**src/rtl/pc_pkg.sv**
```systemverilog
// Shared definitions for the program counter / return-address stack slice.
// Command encoding reflects single-cycle strobe priority (higher value wins).
package pc_pkg;

  typedef enum logic [2:0] {
    CMD_NONE = 3'd0,
    CMD_INC  = 3'd1,
    CMD_REL  = 3'd2,
    CMD_LOAD = 3'd3,
    CMD_CALL = 3'd4,
    CMD_RET  = 3'd5
  } cmd_e;

  // Ceiling log2 for elaboration-time width sizing; clog2(1) == 0.
  function automatic int unsigned clog2(input int unsigned n);
    int unsigned r;
    r = 0;
    for (int unsigned i = 0; i < 32; i++) begin
      if ((32'd1 << i) < n) r = i + 1;
    end
    return r;
  endfunction

endpackage

```
**src/rtl/pc_ras.sv**
```systemverilog
// Return-address stack: LIFO register file with a pointer that spans 0..STACK_DEPTH.
// Overflow/underflow requests are silently ignored; the parent owns error reporting.
module pc_ras
  import pc_pkg::*;
#(
  parameter int unsigned ADDR_W      = 8,
  parameter int unsigned STACK_DEPTH = 4,
  localparam int unsigned IDX_W      = clog2(STACK_DEPTH),
  localparam int unsigned SP_W       = clog2(STACK_DEPTH) + 1
) (
  input  logic              clk,
  input  logic              rst,
  input  logic              push,
  input  logic              pop,
  input  logic [ADDR_W-1:0] din,
  output logic [ADDR_W-1:0] dout,
  output logic              empty,
  output logic              full,
  output logic [SP_W-1:0]   sp
);

  logic [ADDR_W-1:0] mem [STACK_DEPTH];
  logic [SP_W-1:0]   sp_m1;
  logic              do_push;
  logic              do_pop;

  assign empty   = (sp == '0);
  assign full    = (sp == SP_W'(STACK_DEPTH));
  assign sp_m1   = sp - SP_W'(1);
  assign dout    = mem[sp_m1[IDX_W-1:0]];
  assign do_pop  = pop && !empty;
  assign do_push = push && !pop && !full;

  always_ff @(posedge clk) begin
    if (rst) begin
      sp <= '0;
    end else if (do_pop) begin
      sp <= sp_m1;
    end else if (do_push) begin
      sp <= sp + SP_W'(1);
    end
  end

  // Entries carry no reset; only slots below sp are ever read meaningfully.
  always_ff @(posedge clk) begin
    if (!rst && do_push) begin
      mem[sp[IDX_W-1:0]] <= din;
    end
  end

endmodule

```
**src/rtl/pc_stack_unit.sv**
```systemverilog
// Parametrised program counter with increment, load, call/return via pc_ras.
// Optional PC-relative branch input PC_rel is enabled by defining PC_RELBR_EN.
module pc_stack_unit
  import pc_pkg::*;
#(
  parameter int unsigned       ADDR_W      = 8,
  parameter int unsigned       STACK_DEPTH = 4,
  parameter logic [ADDR_W-1:0] RESET_VEC   = '0
) (
  input  logic              clk,
  input  logic              rst,
  input  logic              PC_in,
  input  logic              PC_out,
  input  logic              PC_inc,
  input  logic              PC_call,
  input  logic              PC_ret,
`ifdef PC_RELBR_EN
  input  logic              PC_rel,
`endif
  input  logic [ADDR_W-1:0] data_in,
  output logic [ADDR_W-1:0] data_out,
  output logic [ADDR_W-1:0] pc_q,
  output logic              stk_empty,
  output logic              stk_full,
  output logic              stk_err
);

  localparam int unsigned SP_W = clog2(STACK_DEPTH) + 1;

  cmd_e              cmd;
  logic              rel_req;
  logic [ADDR_W-1:0] pc_next;
  logic [ADDR_W-1:0] pc_plus1;
  logic [ADDR_W-1:0] pc_rel_sum;
  logic              ras_push;
  logic              ras_pop;
  logic              err_set;
  logic [ADDR_W-1:0] ras_dout;
  logic              ras_empty;
  logic              ras_full;
  logic [SP_W-1:0]   ras_sp;

`ifdef PC_RELBR_EN
  assign rel_req = PC_rel;
`else
  assign rel_req = 1'b0;
`endif

  // Width-matched add: sign extension of data_in is implicit modulo 2^ADDR_W.
  assign pc_plus1   = ADDR_W'(pc_q + ADDR_W'(1));
  assign pc_rel_sum = ADDR_W'(pc_q + data_in);

  // Strobe priority: ret > call > load > rel > inc.
  always_comb begin
    cmd = CMD_NONE;
    if (PC_ret)       cmd = CMD_RET;
    else if (PC_call) cmd = CMD_CALL;
    else if (PC_in)   cmd = CMD_LOAD;
    else if (rel_req) cmd = CMD_REL;
    else if (PC_inc)  cmd = CMD_INC;
  end

  always_comb begin
    pc_next  = pc_q;
    ras_push = 1'b0;
    ras_pop  = 1'b0;
    err_set  = 1'b0;
    case (cmd)
      CMD_INC:  pc_next = pc_plus1;
      CMD_REL:  pc_next = pc_rel_sum;
      CMD_LOAD: pc_next = data_in;
      CMD_CALL: begin
        if (ras_full) begin
          err_set = 1'b1;
        end else begin
          ras_push = 1'b1;
          pc_next  = data_in;
        end
      end
      CMD_RET: begin
        if (ras_empty) begin
          err_set = 1'b1;
        end else begin
          ras_pop = 1'b1;
          pc_next = ras_dout;
        end
      end
      default: pc_next = pc_q;
    endcase
  end

  always_ff @(posedge clk) begin
    if (rst) begin
      pc_q     <= RESET_VEC;
      data_out <= '0;
      stk_err  <= 1'b0;
    end else begin
      pc_q <= pc_next;
      if (PC_out) data_out <= pc_next;
      if (err_set) stk_err <= 1'b1;
    end
  end

  pc_ras #(
    .ADDR_W      (ADDR_W),
    .STACK_DEPTH (STACK_DEPTH)
  ) u_ras (
    .clk   (clk),
    .rst   (rst),
    .push  (ras_push),
    .pop   (ras_pop),
    .din   (pc_plus1),
    .dout  (ras_dout),
    .empty (ras_empty),
    .full  (ras_full),
    .sp    (ras_sp)
  );

  assign stk_empty = (ras_sp == '0);
  assign stk_full  = (ras_sp == SP_W'(STACK_DEPTH));

endmodule
```
**config.mk**
```make
export PLATFORM = sky130hd
export DESIGN_NAME = pc_stack_unit
export DESIGN_NICKNAME = d
export VERILOG_FILES = /design/src/rtl/pc_pkg.sv /design/src/rtl/pc_ras.sv /design/src/rtl/pc_stack_unit.sv
export SDC_FILE = /design/constraint.sdc
export NUM_CORES = 1
export LEC_CHECK = 0
export CAP_MARGIN = 20
export CORE_ASPECT_RATIO = 1.2
export CORE_UTILIZATION = 60
export CTS_BUF_LIST = sky130_fd_sc_hd__clkbuf_8
export DETAILED_ROUTE_END_ITERATION = 8
export HOLD_SLACK_MARGIN = 0.02
export PLACE_DENSITY = 0.95
export SLEW_MARGIN = 20
export SYNTH_ARGS = -nofsm -noshare
export SYNTH_HDL_FRONTEND = slang
export SYNTH_SLANG_ARGS = --single-unit
```
**constraint.sdc**
```tcl
create_clock -name clk -period 6.1 [get_ports clk]
set_input_delay 1.22 -clock clk [delete_from_list [all_inputs] [get_ports clk]]
set_output_delay 1.22 -clock clk [all_outputs]
set_load 0.005 [all_outputs]
```
==> tab_implementation.tex, run 1 <==
\begin{tabular}{lr}
\hline
Metric & Value \\
\hline
\multicolumn{2}{l}{\textbf{Drt}} \\
\quad Residual antenna-violating net count after detailed routing & 0 \\
\quad Vias per Instance & 6.25 \\
\quad Drt wl/cell & 18.1 µm \\
\quad Detailed-route DRC error count & 0 \\
\quad Total wirelength of the detailed-routed design & 5360 µm \\
\quad First-pass iteration count of the detailed router & 4 \\
\quad Total number of vias & 1849 \\
\quad Number of violations reported at the end of detailed-routing iteration 0 & 152 \\
\multicolumn{2}{l}{\textbf{Run}} \\
\quad Number of maximum-capacitance violations & 0 \\
\multicolumn{2}{l}{\textbf{Placement}} \\
\quad Placed Cells incl. Taps & 288 \\
\quad Final weighted congestion of routability-driven global placement & 0.941 \\
\quad Number of buffers inserted by port buffering & 33 \\
\quad Post-detail-place hpwl & 3880 µm \\
\multicolumn{2}{l}{\textbf{Yosys}} \\
\quad Number of nets produced by synthesis & 233 \\
\quad Post-synthesis average cell area & 12.2 µm² \\
\quad Compound-gate portion of the synthesized area & 0.155 \\
\quad Share of synthesized area occupied by flip-flops and latches & 0.527 \\
\quad Post-synthesis xor/xnor area fraction & 0.0136 \\
\quad Adder-cell share of the synthesized area & 0.0291 \\
\quad Combinational family with the most area after synthesis & compound AO/OA/AOI/OAI gates \\
\quad Post-synth ARST share & 0 \\
\quad Share of synthesized cell area in and, or, nand and nor gates & 0.154 \\
\quad Portion of netlist area occupied by mux cells & 0.0814 \\
\quad Flops \& latches, synth & 52 \\
\quad Synth Warn \# & 0 \\
\quad Count of flip-flops with a built-in enable after synthesis & 32 \\
\quad Synthesized instance count & 212 \\
\quad Number of distinct library cells after synthesis & 59 \\
\quad Most used flip-flop cell after synthesis & sky130\_fd\_sc\_hd\_\_edfxtp\_1 \\
\quad Area share of the largest cell type after synthesis & 0.372 \\
\quad Syn Std Cell Area & 2580 µm² \\
\quad Biggest area consumer among synthesized cells & sky130\_fd\_sc\_hd\_\_edfxtp\_1 \\
\quad Dominant cells by area after synthesis & sky130\_fd\_sc\_hd\_\_edfxtp\_1 (37\%), sky130\_fd\_sc\_hd\_\_dfxtp\_1 (16\%), sky130\_fd\_sc\_hd\_\_mux4\_1 (5.1\%) \\
\multicolumn{2}{l}{\textbf{Setup path}} \\
\quad Dominant delay contributor by cell family on the critical path & buffers and inverters \\
\quad Levels on crit path & 5 \\
\quad Worst path arrival time & 2.44 ns \\
\quad Launch instance of the worst register-to-register path & u\_ras.sp[0] \\
\quad Endpoint of the worst-slack reg-to-reg timing path & data\_out[2] \\
\quad Setup crit end kind & primary output \\
\quad Buf+Inv Stages, Crit Path & 3 \\
\quad Startpoint type of the worst setup path & flop \\
\quad Reg2Reg Depth & 6 \\
\quad CP endpoint & stk\_empty \\
\quad Worst setup path startpoint & u\_ras.sp[0] \\
\quad Cells traversed along the worst timing path & inv\_1 > ha\_1 > nand2b\_1 > inv\_1 > clkdlybuf4s50\_1 \\
\quad Setup slack, reg-to-reg & 3.44 ns \\
\quad Delay contributed by the slowest stage of the critical path & 0.70 ns \\
\quad Most numerous cell on the critical path & sky130\_fd\_sc\_hd\_\_inv\_1 \\
\quad Data required time at the worst endpoint & 4.88 ns \\
\quad Crit path max-delay cell type & sky130\_fd\_sc\_hd\_\_dfxtp\_1 \\
\quad Setup Crit Path Kind & reg -> out \\
\quad Max Fanout on Critical Path & 13 \\
\multicolumn{2}{l}{\textbf{Power}} \\
\quad Clock network fraction of total power & 0.239 \\
\quad Pwr/cell area & 374 nW/µm² \\
\quad Combinational fraction of design power & 0.325 \\
\quad Worst IR drop on VDD & 0.240 mV \\
\quad Leak pwr & 1.09 nW \\
\quad Seq pwr share & 0.436 \\
\quad Internal power & 794 µW \\
\quad Switching Fraction & 0.304 \\
\quad Power dissipated by switching net loads & 347 µW \\
\multicolumn{2}{l}{\textbf{Hold path}} \\
\quad Start point of the worst hold path & data\_out[5] \\
\quad Min-delay worst type & reg -> reg \\
\multicolumn{2}{l}{\textbf{Clock network}} \\
\quad Sink Count & 52 \\
\quad Insertion delay to the later sink of the worst-skew pair & 0.31 ns \\
\quad Number of CTS-inserted buffers & 5 \\
\quad Root cell of the clock tree & sky130\_fd\_sc\_hd\_\_clkbuf\_8 \\
\quad Number of cells upsized or downsized after cts & 0 \\
\quad H-tree levels & 2 \\
\quad Hold bufs inserted after CTS & 0 \\
\quad Clock-pin slew of the registers on the worst-case setup and hold paths & 0.09 ns \\
\quad Number of setup buffers added after CTS & 0 \\
\quad Maximum clock insertion buffer count & 2 \\
\quad TritonCTS clock tree & built \\
\multicolumn{2}{l}{\textbf{Final layout}} \\
\quad Most frequent standard cell in the layout excluding fill and tap cells & sky130\_fd\_sc\_hd\_\_clkdlybuf4s50\_1 \\
\quad Layout area overhead & 18.2\% \\
\quad Register cell area after layout & 1360 µm² \\
\quad Cell Count, Final, Fillers Out & 296 \\
\quad Number of antenna diodes & 0 \\
\quad Fill cell total of the finished layout & 269 \\
\quad Area taken by multi-input logic gates & 1120 µm² \\
\quad Nets & 262 \\
\quad Proportion of layout cells with a drive suffix above 1 & 0.0992 \\
\quad Commonest non-fill, non-tap cells in the layout & sky130\_fd\_sc\_hd\_\_clkdlybuf4s50\_1 (33), sky130\_fd\_sc\_hd\_\_edfxtp\_1 (32), sky130\_fd\_sc\_hd\_\_dfxtp\_1 (20) \\
\multicolumn{2}{l}{\textbf{Global routing}} \\
\quad Total GRT Usage & 0.258 \\
\quad Total grt overflow & 0 \\
\quad Initial antenna violation count & 0 \\
\quad Vias in the first global route & 1749 \\
\quad Global-route wire length before repair & 8260 µm \\
\quad Largest net degree at the start of global routing & 22 \\
\multicolumn{2}{l}{\textbf{Floorplan}} \\
\quad Placement Rows & 25 \\
\quad Total Die Area & 4570 µm² \\
\quad Effective utilization at floorplan & 0.640 \\
\quad Total core area & 4040 µm² \\
\quad Horiz. Die Dim & 61.9 µm \\
\quad Vertical die dimension & 73.9 µm \\
\quad Boundary pin count & 34 \\
\multicolumn{2}{l}{\textbf{Timing}} \\
\quad Worst-case headroom to the max-slew limit & 0.579 \\
\quad Final worst clock skew & 0.00461 ns \\
\quad Final setup violation count & 0 \\
\quad Final count of hold timing violations & 0 \\
\quad Total Neg Setup Slack & 0 ns \\
\quad Maximum operating frequency & 0.273 GHz \\
\quad Number of pins exceeding their max-slew limit in the final report & 0 \\
\quad Final worst-path cycle share & 0.600 \\
\quad RSZ-0062 raised after global routing & false \\
\quad Pin slew with the least headroom to its limit & 0.630 ns \\
\quad Final period demand of the worst path & 3.66 ns \\
\multicolumn{2}{l}{\textbf{Outcome}} \\
\quad Status & completed \\
\hline
\end{tabular}
## power groups by stage
| stage | registers [mW] | clock network, mW | logic [mW] |
|---|---|---|---|
| global route | 0.504 | 0.286 | 0.405 |
| detailed placement | 0.504 | 0 | 0.370 |
| CTS | 0.496 | 0.270 | 0.371 |
| floorplan | 0.481 | 0 | 0.255 |
| finish | 0.498 | 0.272 | 0.371 |
| global placement | 0.502 | 0 | 0.355 |
## synthesized netlist by cell type, types with 2 or more instances
cell type / n
sky130_fd_sc_hd__edfxtp_1: 32
sky130_fd_sc_hd__dfxtp_1: 20
sky130_fd_sc_hd__nor2_1: 14
sky130_fd_sc_hd__inv_1: 10
sky130_fd_sc_hd__nand2_1: 10
sky130_fd_sc_hd__and3_1: 7
sky130_fd_sc_hd__nor3_1: 7
sky130_fd_sc_hd__clkbuf_1: 6
sky130_fd_sc_hd__ha_1: 6
sky130_fd_sc_hd__a21oi_1: 5
sky130_fd_sc_hd__mux4_1: 5
sky130_fd_sc_hd__nand3_1: 5
sky130_fd_sc_hd__o21ai_0: 5
sky130_fd_sc_hd__a211oi_1: 4
sky130_fd_sc_hd__and2_1: 4
sky130_fd_sc_hd__nand2b_1: 4
sky130_fd_sc_hd__o21a_1: 4
sky130_fd_sc_hd__a221oi_1: 3
sky130_fd_sc_hd__mux4_2: 3
sky130_fd_sc_hd__nor3b_1: 3
sky130_fd_sc_hd__o211ai_1: 3
sky130_fd_sc_hd__o21bai_1: 3
sky130_fd_sc_hd__o31ai_1: 3
sky130_fd_sc_hd__or2_2: 3
sky130_fd_sc_hd__xnor2_1: 3
sky130_fd_sc_hd__a21boi_0: 2
sky130_fd_sc_hd__a31oi_1: 2
sky130_fd_sc_hd__buf_2: 2
sky130_fd_sc_hd__buf_6: 2
sky130_fd_sc_hd__nor2b_1: 2
sky130_fd_sc_hd__o311ai_1: 2
## sequential cells by signal, summed over array words and instances (netlist names)
signal	cells
u_ras.mem	32
data_out	8
stk_err	1
pc_q	8
u_ras.sp	3
## tightest hold or removal path, delay by kind of cell, from the launching register on
kind,cells,cell delay [ns]
DFF,1,0.34
and+or+nand+nor,1,0.05
AOI/OAI and AO/OA,1,0.07
## routing by layer
metal / vias up / GRT usage / part of all wire
li1: 873 / - / -
met1: 871 / 0.332 / 0.42
met2: 91 / 0.431 / 0.49
met3: 14 / 0.0475 / 0.067
met4: 0 / 0.0914 / 0.018
met5: - / 0 / 0
## kinds of logic (layout without fill, tap and decap cells)
logic type      Yosys count  after routing
simple gates             69             69
flops                    52             52
compound gates           50             50
buf+inv                  22             52
mux                       9              9
fa+ha+maj                 6              6
xor+xnor                  4              4
## worst min path at each step
stage,slack [ns],depth (start not counted),endpoint
after floorplan,0.47,2,stk_err
after global placement,0.45,2,stk_err
after detailed placement,0.48,2,data_out[5]
after CTS,0.50,2,data_out[1]
after global routing,0.52,2,stk_err
final,0.49,2,data_out[5]
## layout make-up
type	instances	area share
Sequential cell	52	0.446
Multi-Input combinational cell	138	0.366
Timing Repair Buffer	34	0.111
Clock buffer	5	0.0225
Tap cell	54	0.0221
Clock inverter	3	0.0209
Inverter	10	0.0123
## stage by stage
step                utilization  hold WS, ns  area (µm²)  power (mW)  setup slack [ns]
CTS                       0.757        0.501        3050        1.14              2.43
global placement          0.724        0.450        2920       0.858              2.75
finish                    0.757        0.495        3050        1.14              2.44
detailed placement        0.724        0.483        2920       0.873              2.70
floorplan                     -        0.465        2580       0.737              3.62
global route              0.757        0.520        3050        1.19              2.21
No activity file was read; power rests on OpenSTA's default activity.
==> run 2, diff against run 1 <==
--- a/config.mk
+++ b/config.mk
@@ -7,11 +7,11 @@
 export LEC_CHECK = 0
 export CAP_MARGIN = 20
 export CORE_ASPECT_RATIO = 1.2
-export CORE_UTILIZATION = 60
+export CORE_UTILIZATION = 51
 export CTS_BUF_LIST = sky130_fd_sc_hd__clkbuf_8
 export DETAILED_ROUTE_END_ITERATION = 8
 export HOLD_SLACK_MARGIN = 0.02
-export PLACE_DENSITY = 0.95
+export PLACE_DENSITY = 0.89
 export SLEW_MARGIN = 20
 export SYNTH_ARGS = -nofsm -noshare
 export SYNTH_HDL_FRONTEND = slang
==> constraint.sdc (replaced) <==
create_clock -name clk -period 3.1 [get_ports clk]
set_input_delay 0.62 -clock clk [delete_from_list [all_inputs] [get_ports clk]]
set_output_delay 0.62 -clock clk [all_outputs]
set_load 0.005 [all_outputs]
==> run 2 against run 1 <==
Against the previous run: clock power rose by 67%; count of clock-buffer cells in the layout unchanged; routed wire length grew 4.3%; flip-flop and latch count is the same; combinational power increased by 110%; setup slack got worse by 1.9 ns; critical path type unchanged; critical endpoint unchanged; largest power group unchanged; highest routed layer unchanged.
==> tab_implementation.tex, run 2 (same netlist as run 1, synthesis figures left out) <==
\begin{tabular}{lr}
\hline
Metric & Value \\
\hline
\multicolumn{2}{l}{\textbf{Outcome}} \\
\quad Status & completed \\
\multicolumn{2}{l}{\textbf{Drt}} \\
\quad Vias per Instance & 6.06 (-3.1\%) \\
\quad Detailed-route DRC error count & 0 (unchanged) \\
\quad Number of violations reported at the end of detailed-routing iteration 0 & 181 (+19\%) \\
\quad Residual antenna-violating net count after detailed routing & 0 (unchanged) \\
\quad First-pass iteration count of the detailed router & 7 (+3) \\
\quad Drt wl/cell & 18.3 µm (+0.90\%) \\
\quad Total wirelength of the detailed-routed design & 5590 µm (+4.3\%) \\
\quad Total number of vias & 1853 (+0.22\%) \\
\multicolumn{2}{l}{\textbf{Setup path}} \\
\quad Startpoint type of the worst setup path & flop \\
\quad Data required time at the worst endpoint & 2.48 ns (-2.40 ns) \\
\quad Worst setup path startpoint & u\_ras.sp[0] \\
\quad Setup Crit Path Kind & reg -> out \\
\quad Launch instance of the worst register-to-register path & u\_ras.sp[0] \\
\quad Setup crit end kind & primary output \\
\quad CP endpoint & stk\_empty \\
\quad Setup slack, reg-to-reg & 0.70 ns (-2.74 ns) \\
\quad Max Fanout on Critical Path & 11 (-2) \\
\quad Reg2Reg Depth & 7 (+1) \\
\quad Endpoint of the worst-slack reg-to-reg timing path & data\_out[2] \\
\quad Worst path arrival time & 1.97 ns (-0.47 ns) \\
\multicolumn{2}{l}{\textbf{Placement}} \\
\quad Final weighted congestion of routability-driven global placement & 0.898 (-4.6\%) \\
\quad Post-detail-place hpwl & 4100 µm (+5.5\%) \\
\quad Number of buffers inserted by port buffering & 33 (unchanged) \\
\multicolumn{2}{l}{\textbf{Final layout}} \\
\quad Nets & 266 (+1.5\%) \\
\quad Final Core Density & 0.625 (-0.132) \\
\quad Fill cell total of the finished layout & 386 (+43\%) \\
\quad Proportion of layout cells with a drive suffix above 1 & 0.114 (+0.0146) \\
\quad Most frequent standard cell in the layout excluding fill and tap cells & sky130\_fd\_sc\_hd\_\_clkdlybuf4s50\_1 \\
\quad Layout area overhead & 18.7\% \\
\quad Number of antenna diodes & 0 (unchanged) \\
\quad Largest register FFs & 32 (unchanged) \\
\quad Commonest non-fill, non-tap cells in the layout & sky130\_fd\_sc\_hd\_\_clkdlybuf4s50\_1 (33), sky130\_fd\_sc\_hd\_\_edfxtp\_1 (32), sky130\_fd\_sc\_hd\_\_dfxtp\_1 (20) \\
\multicolumn{2}{l}{\textbf{Clock network}} \\
\quad Number of setup buffers added after CTS & 0 (unchanged) \\
\quad Root cell of the clock tree & sky130\_fd\_sc\_hd\_\_clkbuf\_8 \\
\quad Number of CTS-inserted buffers & 5 (unchanged) \\
\quad Number of cells upsized or downsized after cts & 0 (unchanged) \\
\quad Hold bufs inserted after CTS & 0 (unchanged) \\
\quad Maximum clock insertion buffer count & 2 (unchanged) \\
\quad H-tree levels & 2 (unchanged) \\
\quad Insertion delay to the later sink of the worst-skew pair & 0.30 ns (about the same) \\
\quad Sink Count & 52 (unchanged) \\
\quad TritonCTS clock tree & built \\
\quad Clock-pin slew of the registers on the worst-case setup and hold paths & 0.09 ns (about the same) \\
\multicolumn{2}{l}{\textbf{Power}} \\
\quad Internal power & 1.50 mW (+89\%) \\
\quad Leak pwr & 1.09 nW (+0.58\%) \\
\quad Clock network fraction of total power & 0.207 (-0.032) \\
\quad Power dissipated by switching net loads & 697 µW (+100\%) \\
\quad Worst IR drop on VDD & 0.394 mV (+64\%) \\
\quad Combinational fraction of design power & 0.355 (+0.030) \\
\quad Pwr/cell area & 717 nW/µm² (+92\%) \\
\quad Switching Fraction & 0.317 (+0.0134) \\
\quad Seq pwr share & 0.439 (+0.003) \\
\multicolumn{2}{l}{\textbf{Timing}} \\
\quad Maximum operating frequency & 0.385 GHz \\
\quad Number of pins exceeding their max-slew limit in the final report & 0 (unchanged) \\
\quad RSZ-0062 raised after global routing & false \\
\quad Final worst-path cycle share & 0.837 \\
\quad Final period demand of the worst path & 2.59 ns \\
\quad Final setup violation count & 0 (unchanged) \\
\quad Final count of hold timing violations & 0 (unchanged) \\
\quad Pin slew with the least headroom to its limit & 0.491 ns (-0.138 ns) \\
\quad Final worst clock skew & 0.0128 ns (+0.00821 ns) \\
\quad Worst-case headroom to the max-slew limit & 0.671 (+0.0922) \\
\quad Total Neg Setup Slack & 0 ns (unchanged) \\
\multicolumn{2}{l}{\textbf{Floorplan}} \\
\quad Boundary pin count & 34 (unchanged) \\
\quad Placement Rows & 28 (+12\%) \\
\quad Total core area & 4900 µm² (+22\%) \\
\quad Effective utilization at floorplan & 0.527 (-0.113) \\
\quad Total Die Area & 5350 µm² (+17\%) \\
\quad Vertical die dimension & 80.0 µm (+8.2\%) \\
\quad Horiz. Die Dim & 67.0 µm (+8.2\%) \\
\multicolumn{2}{l}{\textbf{Global routing}} \\
\quad Initial antenna violation count & 0 (unchanged) \\
\quad Vias in the first global route & 1776 (+1.5\%) \\
\quad Total grt overflow & 0 (unchanged) \\
\quad Largest net degree at the start of global routing & 16 (-27\%) \\
\quad Total GRT Usage & 0.228 (-0.0298) \\
\quad Global-route wire length before repair & 8850 µm (+7.1\%) \\
\multicolumn{2}{l}{\textbf{Hold path}} \\
\quad Min-delay worst type & reg -> reg \\
\multicolumn{2}{l}{\textbf{Run}} \\
\quad Number of maximum-capacitance violations & 0 (unchanged) \\
\hline
\end{tabular}
-- run 2: changes by cell type in the layout (fill, tap and decap cells not counted), sizes merged --
cell      before  now
buf            1    5
bufinv         2    1
clkinvlp       0    1
-- run 2: worst min-delay path by stage --
| stage | start | end | cells after the start |
|---|---|---|---|
| after floorplan | stk_err | stk_err | 2 |
| after global placement | data_out[5] | data_out[5] | 2 |
| after detailed placement | data_out[5] | data_out[5] | 2 |
| after global routing | data_out[7] | data_out[7] | 2 |
| after CTS | data_out[5] | data_out[5] | 2 |
| final | data_out[5] | data_out[5] | 2 |
-- run 2: cell type report --
type	count	area [µm²]	share of cell area
sequential	52	1360	0.444
multi-input combinational	138	1120	0.364
timing repair buffer	38	368	0.120
tap	60	75.1	0.0245
clock buffer	5	68.8	0.0224
clock inverter	3	38.8	0.0127
inverter	10	37.5	0.0122
-- run 2: critical path: stages (launching register included) --
cell and delay [ns]:
sky130_fd_sc_hd__dfxtp_1 0.31, sky130_fd_sc_hd__buf_4 0.19, sky130_fd_sc_hd__inv_1 0.14, sky130_fd_sc_hd__ha_1 0.30, sky130_fd_sc_hd__nand2b_1 0.17, sky130_fd_sc_hd__inv_1 0.08
sky130_fd_sc_hd__clkdlybuf4s50_1 0.49
-- run 2: through the flow --
step,instance area [µm²],power (mW),cells,setup slack (ns),hold WS [ns]
3_5_place_dp,2960,1.75,298,0.509,0.461
6_report,3070,2.20,306,0.505,0.477
4_1_cts,3070,2.20,306,0.478,0.483
3_3_place_gp,2960,1.72,298,0.596,0.456
2_1_floorplan,2580,1.45,212,0.994,0.465
5_1_grt,3070,2.31,306,0.397,0.512
-- run 2: per-layer routing --
layer	share of wire	global-route usage	vias to the layer above
met5	0	0	-
met4	0.015	0.0809	0
met3	0.047	0.0486	8
met2	0.52	0.392	63
met1	0.42	0.278	903
li1	-	-	879
-- run 2: power by group through the flow --
stage	sequential [mW]	combinational, mW	clock (mW)
after floorplan	0.947	0.502	0
after global placement	0.970	0.750	0
after detailed placement	0.975	0.779	0
after CTS	0.961	0.783	0.457
after global routing	0.976	0.847	0.487
final	0.964	0.779	0.454
==> run 3, diff against run 2 <==
==> constraint.sdc (replaced) <==
create_clock -name clk -period 2.38 [get_ports clk]
set_input_delay 0.476 -clock clk [delete_from_list [all_inputs] [get_ports clk]]
set_output_delay 0.476 -clock clk [all_outputs]
set_load 0.005 [all_outputs]
==> run 3 against run 2 <==
Against the previous run: cell area grew 3.5%; clock power grew 18%; cell count grew 3.9%; worst hold slack gained 0.0040 ns; core utilization grew 2.2 points; sequential share of layout area shrank 1.5 points; largest cell class unchanged; flip-flop and latch count is the same.
==> tab_implementation.tex, run 3 (same netlist as run 1, synthesis figures left out) <==
\begin{tabular}{lr}
\hline
Metric & Value \\
\hline
\multicolumn{2}{l}{\textbf{Outcome}} \\
\quad Status & completed \\
\multicolumn{2}{l}{\textbf{Setup path}} \\
\quad Setup crit end kind & primary output \\
\quad Delay contributed by the slowest stage of the critical path & 0.49 ns (about the same) \\
\quad Worst path arrival time & 1.77 ns (-0.20 ns) \\
\quad Setup Crit Path Kind & reg -> out \\
\quad Crit path max-delay cell type & sky130\_fd\_sc\_hd\_\_clkdlybuf4s50\_1 \\
\quad Cells traversed along the worst timing path & inv\_1 > ha\_2 > nand2b\_1 > inv\_1 > clkdlybuf4s50\_1 \\
\quad Most numerous cell on the critical path & sky130\_fd\_sc\_hd\_\_inv\_1 \\
\quad Max Fanout on Critical Path & 6 (-5) \\
\quad Data required time at the worst endpoint & 1.90 ns (-0.58 ns) \\
\quad Dominant delay contributor by cell family on the critical path & buffers and inverters \\
\quad Startpoint type of the worst setup path & flop \\
\quad Buf+Inv Stages, Crit Path & 3 (-1) \\
\multicolumn{2}{l}{\textbf{Clock network}} \\
\quad Insertion delay to the later sink of the worst-skew pair & 0.32 ns (+0.02 ns) \\
\quad Number of setup buffers added after CTS & 0 (unchanged) \\
\quad Maximum clock insertion buffer count & 2 (unchanged) \\
\quad Hold bufs inserted after CTS & 0 (unchanged) \\
\quad Number of CTS-inserted buffers & 5 (unchanged) \\
\quad Root cell of the clock tree & sky130\_fd\_sc\_hd\_\_clkbuf\_8 \\
\quad Sink Count & 52 (unchanged) \\
\quad Clock-pin slew of the registers on the worst-case setup and hold paths & 0.11 ns (+0.02 ns) \\
\quad TritonCTS clock tree & built \\
\quad H-tree levels & 2 (unchanged) \\
\multicolumn{2}{l}{\textbf{Timing}} \\
\quad Final count of hold timing violations & 0 (unchanged) \\
\quad Maximum operating frequency & 0.445 GHz \\
\quad Final setup violation count & 0 (unchanged) \\
\quad Pin slew with the least headroom to its limit & 0.474 ns (-0.0169 ns) \\
\quad Final worst-path cycle share & 0.944 \\
\quad Total Neg Setup Slack & 0 ns (unchanged) \\
\quad Final worst clock skew & 0.0118 ns (-0.00104 ns) \\
\quad Number of pins exceeding their max-slew limit in the final report & 0 (unchanged) \\
\quad Final period demand of the worst path & 2.25 ns \\
\quad Worst-case headroom to the max-slew limit & 0.683 (+0.0118) \\
\quad RSZ-0062 raised after global routing & false \\
\multicolumn{2}{l}{\textbf{Hold path}} \\
\quad Min-delay worst type & reg -> reg \\
\multicolumn{2}{l}{\textbf{Placement}} \\
\quad Post-detail-place hpwl & 4290 µm (+4.7\%) \\
\quad Number of buffers inserted by port buffering & 33 (unchanged) \\
\quad Final weighted congestion of routability-driven global placement & 0.878 (-2.2\%) \\
\quad Placed Cells incl. Taps & 310 (+4.0\%) \\
\multicolumn{2}{l}{\textbf{Drt}} \\
\quad Residual antenna-violating net count after detailed routing & 0 (unchanged) \\
\quad DRT met1 WL & 2320 µm (-1.5\%) \\
\quad Vias per Instance & 6.01 (-0.81\%) \\
\quad Drt wl/cell & 18.0 µm (-1.2\%) \\
\quad Detailed-route DRC error count & 0 (unchanged) \\
\quad Met3 wirelength from detailed routing & 281 µm (+6.4\%) \\
\quad Sum of met2 wire segment lengths after detailed routing & 2970 µm (+3.0\%) \\
\quad Total wirelength of the detailed-routed design & 5740 µm (+2.7\%) \\
\quad First-pass iteration count of the detailed router & 4 (-3) \\
\quad Max layer used & met4 \\
\quad Number of violations reported at the end of detailed-routing iteration 0 & 155 (-14\%) \\
\quad Total number of vias & 1910 (+3.1\%) \\
\multicolumn{2}{l}{\textbf{Global routing}} \\
\quad Total grt overflow & 0 (unchanged) \\
\quad Initial antenna violation count & 0 (unchanged) \\
\quad Global-route wire length before repair & 8860 µm (+0.16\%) \\
\quad Largest net degree at the start of global routing & 19 (+3) \\
\quad Total GRT Usage & 0.233 (+0.00489) \\
\quad Vias in the first global route & 1839 (+3.5\%) \\
\multicolumn{2}{l}{\textbf{Power}} \\
\quad Worst IR drop on VDD & 0.470 mV (+19\%) \\
\quad Leak pwr & 1.15 nW (+5.0\%) \\
\quad Pwr/cell area & 895 nW/µm² (+25\%) \\
\multicolumn{2}{l}{\textbf{Floorplan}} \\
\quad Boundary pin count & 34 (unchanged) \\
\quad Vertical die dimension & 80.0 µm (unchanged) \\
\quad Horiz. Die Dim & 67.0 µm (unchanged) \\
\quad Placement Rows & 28 (unchanged) \\
\quad Total Die Area & 5350 µm² (unchanged) \\
\quad Effective utilization at floorplan & 0.527 (unchanged) \\
\quad Total core area & 4900 µm² (unchanged) \\
\multicolumn{2}{l}{\textbf{Final layout}} \\
\quad Cell Count, Final, Fillers Out & 318 (+3.9\%) \\
\quad Commonest non-fill, non-tap cells in the layout & sky130\_fd\_sc\_hd\_\_clkdlybuf4s50\_1 (33), sky130\_fd\_sc\_hd\_\_edfxtp\_1 (32), sky130\_fd\_sc\_hd\_\_dfxtp\_1 (20) \\
\quad Largest register FFs & 32 (unchanged) \\
\quad Proportion of layout cells with a drive suffix above 1 & 0.163 (+0.0490) \\
\quad Register cell area after layout & 1360 µm² (unchanged) \\
\quad Layout area overhead & 22.8\% \\
\quad Area taken by multi-input logic gates & 1120 µm² (+0.22\%) \\
\quad Nets & 278 (+4.5\%) \\
\quad Fill cell total of the finished layout & 402 (+4.1\%) \\
\quad Number of antenna diodes & 0 (unchanged) \\
\quad Most frequent standard cell in the layout excluding fill and tap cells & sky130\_fd\_sc\_hd\_\_clkdlybuf4s50\_1 \\
\multicolumn{2}{l}{\textbf{Run}} \\
\quad Number of maximum-capacitance violations & 0 (unchanged) \\
\hline
\end{tabular}
-- run 3: worst paths after layout --
kind / cells after the start / slack (ns) / start / to
max: 5 / 0.13 / u_ras.sp[1] / stk_empty
min: 2 / 0.48 / data_out[5] / data_out[5]
min reg2reg: 2 / 0.48 / data_out[5] / data_out[5]
max reg2reg: 6 / 0.24 / u_ras.sp[1] / data_out[1]
-- run 3: tightest hold or removal path: stages (launching register included) --
cell                       delay [ns]
sky130_fd_sc_hd__dfxtp_1         0.34
sky130_fd_sc_hd__nand2_1         0.05
sky130_fd_sc_hd__o211ai_1        0.07
-- run 3: layer usage --
metal  vias to the layer above  GRT usage
li1                        906          -
met1                       917      0.277
met2                        72      0.390
met3                        15     0.0543
met4                         0      0.115
met5                         -          0
-- run 3: repair_timing --
| item | CTS | global route |
|---|---|---|
| gates resized for setup | 0 | 1 |
| endpoints found under the setup margin | 0 | 1 |
| endpoints found under the hold margin | 0 | 0 |
-- run 3: area by class of cell --
| type | count | share of cell area |
|---|---|---|
| clock buffers | 5 | 0.0217 |
| well taps | 60 | 0.0237 |
| flip-flops and latches | 52 | 0.429 |
| multi-input cells | 138 | 0.353 |
| clock inverters | 3 | 0.00868 |
| repair buffers | 50 | 0.152 |
| inverters | 10 | 0.0118 |
-- run 3: power by group --
part           switching [mW]  total [mW]  internal, mW
Combinational           0.510        1.05         0.542
Clock                   0.319       0.535         0.216
Sequential              0.125        1.25          1.13
Total                   0.954        2.84          1.89
-- run 3: through the flow --
step | power (mW) | hold slack, ns | setup WS [ns] | instance area (µm²) | utilization
after floorplan | 1.89 | 0.465 | 0.274 | 2580 | -
after global placement | 2.27 | 0.455 | 0.0899 | 3070 | 0.627
after detailed placement | 2.31 | 0.463 | 0.0303 | 3070 | 0.627
after CTS | 2.85 | 0.487 | 0.0603 | 3170 | 0.646
after global routing | 2.99 | 0.508 | 0.0384 | 3170 | 0.647
final | 2.84 | 0.481 | 0.134 | 3170 | 0.647
